===== src/rtl/whirlpool_wcipher_mu_serializer.sv =====
// Whirlpool W-Cipher forward Mu, streaming form: accepts one 512-bit state
// vector A and emits the 8x8 byte matrix B one row per cycle.
// Optional feature macro: WHIRLPOOL_MU_PREFETCH_EN (adds a one-block holding
// buffer so back-to-back blocks stream with no bubble).
module whirlpool_wcipher_mu_serializer #(
    parameter bit OUT_ZERO_WHEN_IDLE = 1'b1
) (
    input  logic         clk,
    input  logic         reset,
    input  logic         in_valid,
    output logic         in_ready,
    input  logic [0:511] A,
    output logic         out_valid,
    input  logic         out_ready,
    output logic [2:0]   out_row,
    output logic         out_last,
    output logic [7:0]   R0,
    output logic [7:0]   R1,
    output logic [7:0]   R2,
    output logic [7:0]   R3,
    output logic [7:0]   R4,
    output logic [7:0]   R5,
    output logic [7:0]   R6,
    output logic [7:0]   R7
);

    localparam int unsigned BLK_W = 512;
    localparam int unsigned ROW_W = 64;
    localparam int unsigned IDX_W = 3;

    typedef enum logic [0:0] {
        ST_IDLE = 1'b0,
        ST_EMIT = 1'b1
    } state_e;

    state_e             state_q, state_d;
    logic [BLK_W-1:0]   shreg_q, shreg_d;
    logic [IDX_W-1:0]   row_q, row_d;

    logic               in_xfer;
    logic               out_xfer;
    logic               last_xfer;
    logic [ROW_W-1:0]   row_sel;
    logic [ROW_W-1:0]   row_out;

`ifdef WHIRLPOOL_MU_PREFETCH_EN
    logic [BLK_W-1:0]   buf_q, buf_d;
    logic               buf_full_q, buf_full_d;
`endif

    // Handshake decode from registered state
`ifdef WHIRLPOOL_MU_PREFETCH_EN
    assign in_ready  = !buf_full_q;
`else
    assign in_ready  = (state_q == ST_IDLE);
`endif
    assign out_valid = (state_q == ST_EMIT);
    assign in_xfer   = in_valid & in_ready;
    assign out_xfer  = out_valid & out_ready;
    assign last_xfer = out_xfer & (row_q == IDX_W'(7));

    // Row presentation: A[0] lands in shreg_q[511], so the top 64 bits are row 0 with B00 in R0
    assign row_sel  = shreg_q[BLK_W-1 -: ROW_W];
    assign row_out  = (OUT_ZERO_WHEN_IDLE && !out_valid) ? {ROW_W{1'b0}} : row_sel;
    assign R0       = row_out[63:56];
    assign R1       = row_out[55:48];
    assign R2       = row_out[47:40];
    assign R3       = row_out[39:32];
    assign R4       = row_out[31:24];
    assign R5       = row_out[23:16];
    assign R6       = row_out[15:8];
    assign R7       = row_out[7:0];
    assign out_row  = row_q;
    assign out_last = out_valid & (row_q == IDX_W'(7));

    // Next-state logic: load on accept, shift one row per output transfer
    always_comb begin
        state_d = state_q;
        shreg_d = shreg_q;
        row_d   = row_q;
`ifdef WHIRLPOOL_MU_PREFETCH_EN
        buf_d      = buf_q;
        buf_full_d = buf_full_q;
`endif
        case (state_q)
            ST_IDLE: begin
                if (in_xfer) begin
                    shreg_d = A;
                    row_d   = '0;
                    state_d = ST_EMIT;
                end
            end
            ST_EMIT: begin
                if (out_xfer) begin
                    // 3-bit counter wraps 7 -> 0 on the final row
                    row_d = row_q + IDX_W'(1);
                    if (last_xfer) begin
                        // Final row is left in place so the outputs can hold it when idle
`ifdef WHIRLPOOL_MU_PREFETCH_EN
                        if (buf_full_q) begin
                            shreg_d    = buf_q;
                            buf_full_d = 1'b0;
                        end else if (in_xfer) begin
                            // Block arriving on the last-row edge goes straight to the shifter
                            shreg_d = A;
                        end else begin
                            state_d = ST_IDLE;
                        end
`else
                        state_d = ST_IDLE;
`endif
                    end else begin
                        shreg_d = {shreg_q[BLK_W-ROW_W-1:0], {ROW_W{1'b0}}};
                    end
                end
`ifdef WHIRLPOOL_MU_PREFETCH_EN
                if (in_xfer && !last_xfer) begin
                    buf_d      = A;
                    buf_full_d = 1'b1;
                end
`endif
            end
            default: begin
                state_d = ST_IDLE;
            end
        endcase
    end

    // State and datapath registers; reset discards any partial block
    always_ff @(posedge clk or posedge reset) begin
        if (reset) begin
            state_q <= ST_IDLE;
            shreg_q <= '0;
            row_q   <= '0;
        end else begin
            state_q <= state_d;
            shreg_q <= shreg_d;
            row_q   <= row_d;
        end
    end

`ifdef WHIRLPOOL_MU_PREFETCH_EN
    // Prefetch holding buffer
    always_ff @(posedge clk or posedge reset) begin
        if (reset) begin
            buf_q      <= '0;
            buf_full_q <= 1'b0;
        end else begin
            buf_q      <= buf_d;
            buf_full_q <= buf_full_d;
        end
    end
`endif

endmodule

===== config.mk =====
export PLATFORM = sky130hd
export DESIGN_NAME = whirlpool_wcipher_mu_serializer
export DESIGN_NICKNAME = d
export VERILOG_FILES = /design/src/rtl/whirlpool_wcipher_mu_serializer.sv
export SDC_FILE = /design/constraint.sdc
export NUM_CORES = 1
export LEC_CHECK = 0
export CAP_MARGIN = 25
export CORE_MARGIN = 5
export CORE_UTILIZATION = 49
export CTS_BUF_LIST = sky130_fd_sc_hd__clkbuf_4
export DETAILED_ROUTE_END_ITERATION = 8
export PLACE_DENSITY = 0.81
export SETUP_SLACK_MARGIN = 0.1
export SYNTH_ARGS = -nofsm -noshare
export SYNTH_HDL_FRONTEND = slang
export SYNTH_SLANG_ARGS = --single-unit

===== constraint.sdc =====
create_clock -name clk -period 15.6 [get_ports clk]
set_input_delay 1.56 -clock clk [delete_from_list [all_inputs] [get_ports clk]]
set_output_delay 1.56 -clock clk [all_outputs]
set_load 0.005 [all_outputs]

Yosys cells after proc, flatten, opt, wreduce, memory -nomap -nowiden
Cells that the tools add are included.
{"block": "word_totals", "out_inout_bits": 70, "regBits": 516, "inputBits": 516, "elab_cells": 27}
{"block": "classes", "muxes": 12, "bitwise": 5, "n_eq_ne": 4, "n_reduce_logical": 2, "n_addsub": 1}
{"operator": "$mux 512", "count": 3}
{"operator": "$pmux 512 s2", "count": 1}
{"operator": "$mux 64", "count": 1}
{"operator": "$mux 3", "count": 2}
{"operator": "$pmux 3 s2", "count": 1}
{"operator": "$and 1x1->1", "count": 4}
{"operator": "$ne 2x1->1 const B", "count": 2}
{"operator": "$add 3x1->3 const B", "count": 1}
{"operator": "$eq 3x3->1 const B", "count": 1}
{"operator": "$mux 1", "count": 3}
{"operator": "$reduce_and 3->1", "count": 1}
{"operator": "$ne 2x2->1 const B", "count": 1}
{"operator": "$pmux 1 s2", "count": 1}
{"operator": "$reduce_and 2->1", "count": 1}
{"operator": "$not 1->1", "count": 1}

Depth between registers and ports, before layout
{"block": "logic_depth", "word_depth": 5, "depth_mapped": 8, "mapped_depth_nobuf": 4}

Least setup slack after synthesis
No wires, ideal clock.
{"block": "synth_path", "path_type": "register -> output", "startpoint": "reg row_q[0] (netlist: out_row[0])", "endpoint": "out out_last", "path_buffers": 2, "arrival_time_ns": 1.283, "slack_ns": 12.757, "stages_incl_launch_ff": 6, "cell_sequence": "dfrtp_1 > ha_1 > ha_1 > buf_6 > clkbuf_1 > and2_1"}
{"block": "synth_between", "elab_chain_cells": 2}
{"element": "start, declared", "line": "38", "text": "logic [IDX_W-1:0] row_q, row_d;"}
{"element": "start signal, assigned", "line": "138", "text": "row_q <= row_d;"}
{"element": "$eq 3x3->1", "line": "74", "text": "assign out_last = out_valid & (row_q == IDX_W'(7));"}
{"element": "$and 1x1->1", "line": "74"}
{"element": "end, declared", "line": "16", "text": "output logic out_last,"}
No other way between the ends.

Worst setup path in the final report
{"block": "layout_path", "startpoint": "reg state_q (netlist: out_valid)", "endpoint": "out R0[0]"}
{"block": "layout_between", "elab_chain_cells": 1}
{"element": "start, declared", "line": "36", "text": "state_e state_q, state_d;"}
{"element": "start signal, assigned", "line": "136", "text": "state_q <= state_d;"}
{"element": "$mux 64", "line": "64", "text": "assign row_out = (OUT_ZERO_WHEN_IDLE && !out_valid) ? {ROW_W{1'b0}} : row_sel;"}
{"element": "end, declared", "line": "17", "text": "output logic [7:0] R0,"}
No other way between the ends.

==> implementation parameters <==
Parameter                              Value

Global routing
  Met1 Use GR ... approximately two fifths
  Overflow after GRT ... 0
  Antenna violations before repair ... 13
  Largest net degree at the start of global routing ... 331
  Global-route wire length before repair ... around 150000 µm
  GRT Resource Usage Total ... 26.6%
  Global routing usage on met3 ... under 10%
  Via count of the first global-routing pass ... between 20k and 30k
  GR peak layer ... met1
  Met2 demand-to-capacity share in global routing ... between 30% and 40%

Flow run
  Max Cap Violations ... 0

Synthesis
  Biggest area contributors in the synthesized netlist ... sky130_fd_sc_hd__dfrtp_1, sky130_fd_sc_hd__a311oi_1, sky130_fd_sc_hd__and4bb_2
  Unique masters post-synth ... 26
  Warning count from the yosys run ... 0
  Avg Synthesized Cell Area ... approximately 11 µm²
  Combinational family with the most area after synthesis ... simple AND/OR/NAND/NOR gates
  Compound-cell area share of the yosys netlist ... between 10% and 20%
  Synth area leader ... sky130_fd_sc_hd__dfrtp_1
  Mux cell area share after synthesis ... less than 1%
  Simple-gate share of the synthesized area ... between 30% and 40%
  Area share of the largest cell type after synthesis ... 41.9%
  Cell count after synthesis ... 2901
  Mapped Area ... a little over 30000 µm²
  Post-Synthesis Net Count ... about 3.4k
  Xor/xnor cell area share of the yosys netlist ... 0.0284%
  Area share of fa/ha/maj cells after synthesis ... 0.0812%
  Sequential fraction of the synthesis area ... a little over two fifths
  Synth Register Bits ... a little over 500

Detailed routing
  Count of nets left with antenna violations after detail routing ... 0
  Total wire length after detailed routing ... around 96000 µm
  Routed wire length per instance ... 22.7 µm
  Drt drc ... 0
  Via-to-Cell Ratio ... roughly 6.2
  Total number of vias ... 26.1k
  Drt first-iter violations ... ~3.5k
  First-pass DRT Iterations ... 6

STA
  Clock period minus final worst setup slack ... about 5.4 ns
  Number of max-slew violations in the final report ... 0
  Clock Skew ... between 0.05 and 0.06 ns
  Unrepaired setup endpoints after global routing ... false
  Endpoints failing setup ... 0
  Post-route clock period utilization ... roughly a third
  Slew at the pin with the worst max-slew slack ... approximately 1.3 ns
  Total count of hold-check failures in the final report ... 0
  Max-Slew Margin vs Limit ... 11.1%
  Setup WS post-layout ... roughly 10 ns
  Highest clock frequency the design can meet ... 184 MHz
  Setup TNS after final layout ... 0 ns

Clock tree
  Number of buffers added to fix hold violations after cts ... 0
  Clock insertion delay at the later pin of the skew report ... between 0.9 and 1 ns
  CTS buffer count ... around 140
  Number of levels the H-tree was split into ... 4
  Number of setup buffers added after CTS ... 0
  Clock root buffer ... sky130_fd_sc_hd__clkbuf_4
  CTS sink cnt ... approximately 520
  Clock edge transition at the registers on the reported setup and hold paths ... 0.06 ns
  Clock tree from TritonCTS ... yes
  PostCTS Resize Cnt ... 0
  Number of buffers between clock root and the deepest sink ... 3

Floorplanning
  Area of the die ... between 60000 and 70000 µm²
  X dimension of the die ... 261 µm
  Height of the chip ... about 260 µm
  Std-Cell Rows ... 92
  Area of the core ... 62600 µm²
  I/O pin cnt ... 586
  Starting Density ... 49.2%

Worst setup path
  Critical path arrival ... 3.88 ns
  Required arrival time at the worst endpoint ... around 14 ns
  Number of buffers and inverters on the critical path ... 4
  Setup crit end ... R0[0]
  Largest stage delay on the critical path ... ~0.86 ns
  Critical Path End Type ... primary output
  Logic depth of the worst register-to-register path ... 7
  Critical path fanouts, max ... approximately 280
  Series of cell instances along the critical path ... buf_12 > inv_2 > buf_4 > nor2_1 > clkdlybuf4s50_1
  Startpoint kind of the worst setup timing path ... flip-flop
  FF-to-FF End ... shreg_q[199]$_DFFE_PP0P_
  Logic depth of the worst setup path including buffers ... 5
  Critical path startpoint ... out_valid$_DFF_PP0_
  Worst path top cell family by delay ... buffers and inverters
  Setup CP Type ... reg -> out
  Max stage delay cell, worst path ... sky130_fd_sc_hd__dfrtp_4
  RR Startpoint ... out_row[0]$_DFFE_PP0P_
  Setup slack of the worst register-to-register path ... 11.20 ns

Place
  # placed instances ... ~4k
  GP Congestion ... 0.907
  Total half-perimeter wirelength after legalization and detailed placement ... roughly 60000 µm
  Worst Setup Slack post-DPL ... about 10 ns
  Number of input and output port buffers inserted ... approximately 590

Min path
  Hold/Removal Path Class ... reg -> reg
  Hold wc startpoint ... shreg_q[17]$_DFFE_PP0P_

Power
  Static leakage ... roughly 16 nW
  Power Total ... a little under 0.006 W
  Power per cell area ... around 160 nW/µm²
  VDD IR-drop max ... roughly 120 µV

Layout
  Area grow syn2layout ... 23.1%
  Fraction of final layout cells sized beyond drive strength 1 ... approximately a fifth
  Non-filler cells, final ... 4221
  Final net count ... 3793
  Layout fillers ... 5082

Outcome
  Status ... finished, final reports clean
## final cells by class
cell class / instances / area (µm²) / area share [%]
multi-input cells: 1550 / 14200 / 37.5
flip-flops and latches: 516 / 12900 / 34.1
repair buffers: 615 / 6280 / 16.6
inverters: 450 / 1690 / 4.46
clock buffers: 209 / 1570 / 4.14
well taps: 846 / 1060 / 2.79
clock inverters: 23 / 153 / 0.403
diodes: 12 / 30.0 / 0.0792
## kinds of logic (layout without fill, tap and decap cells)
kind of cell,Yosys count,after routing
flops,516,516
buf+inv,835,1297
xor+xnor,1,1
other cells,0,12
simple gates,1029,1029
compound gates,516,516
fa+ha+maj,2,2
mux,2,2
## state kept, by name, summed over array words and instances, names as in the netlist
signal / flops
out_row: 3
out_valid: 1
shreg_q: 512
## stage by stage
| stage | instance area (µm²) | utilization (%) | hold slack [ns] |
|---|---|---|---|
| after floorplan | 30800 | - | 0.465 |
| after global placement | 36000 | 57.5 | 0.475 |
| after detailed placement | 36000 | 57.5 | 0.483 |
| after CTS | 37800 | 60.3 | 0.496 |
| after global routing | 37900 | 60.5 | 0.508 |
| final | 37900 | 60.6 | 0.491 |
## synth_stat cells
master / n
sky130_fd_sc_hd__dfrtp_1: 516
sky130_fd_sc_hd__inv_1: 450
sky130_fd_sc_hd__nor3b_1: 448
sky130_fd_sc_hd__a311oi_1: 408
sky130_fd_sc_hd__and4bb_2: 277
sky130_fd_sc_hd__clkbuf_1: 196
sky130_fd_sc_hd__nor4bb_1: 171
sky130_fd_sc_hd__buf_2: 130
sky130_fd_sc_hd__nor2_1: 65
sky130_fd_sc_hd__and3b_1: 64
sky130_fd_sc_hd__a31o_2: 51
sky130_fd_sc_hd__buf_6: 50
sky130_fd_sc_hd__a311oi_2: 40
sky130_fd_sc_hd__a31o_1: 13
sky130_fd_sc_hd__buf_4: 6
sky130_fd_sc_hd__buf_1: 2
sky130_fd_sc_hd__ha_1: 2
sky130_fd_sc_hd__mux2i_1: 2
sky130_fd_sc_hd__nand2b_1: 2
sky130_fd_sc_hd__o2bb2ai_1: 2
sky130_fd_sc_hd__a31oi_1: 1
sky130_fd_sc_hd__and2_1: 1
sky130_fd_sc_hd__clkbuf_2: 1
sky130_fd_sc_hd__nand3b_4: 1
sky130_fd_sc_hd__o22ai_1: 1
sky130_fd_sc_hd__xnor2_1: 1
## how the worst min path moves through the flow
stage,to,cells past startpoint
final,shreg_q[17]$_DFFE_PP0P_,1
after global routing,shreg_q[61]$_DFFE_PP0P_,1
after CTS,shreg_q[17]$_DFFE_PP0P_,1
after detailed placement,shreg_q[17]$_DFFE_PP0P_,1
after global placement,shreg_q[31]$_DFFE_PP0P_,1
after floorplan,shreg_q[10]$_DFFE_PP0P_,1
## cell usage in the layout, fill, tap and decap left out, types with 13 or more instances in the layout
master	n
sky130_fd_sc_hd__nor2_1	65
sky130_fd_sc_hd__dfrtp_1	515
sky130_fd_sc_hd__inv_1	448
sky130_fd_sc_hd__a311oi_2	40
sky130_fd_sc_hd__and4bb_2	277
sky130_fd_sc_hd__a311oi_1	408
sky130_fd_sc_hd__a31o_1	13
sky130_fd_sc_hd__nor4bb_1	171
sky130_fd_sc_hd__a31o_2	51
sky130_fd_sc_hd__nor3b_1	448
sky130_fd_sc_hd__clkbuf_4	209
sky130_fd_sc_hd__buf_4	18
sky130_fd_sc_hd__clkdlybuf4s50_1	583
sky130_fd_sc_hd__and3b_1	64
## report_power, final
part | leakage [nW] | total [W] | switching [W] | internal (W)
sequential | 5.81 | 0.00225 | 0.000336 | 0.00191
combinational | 9.39 | 0.00243 | 0.00122 | 0.00120
clock | 1.04 | 0.00121 | 0.000572 | 0.000640
## routing by layer
metal	share of wire [%]	vias up	wire, µm
met4	2.1	6	2030
met2	44	1227	42000
met5	0.042	-	40
li1	-	11800	-
met1	45	13000	43100
met3	9.0	132	8660
No activity file was read; power rests on OpenSTA's default activity.
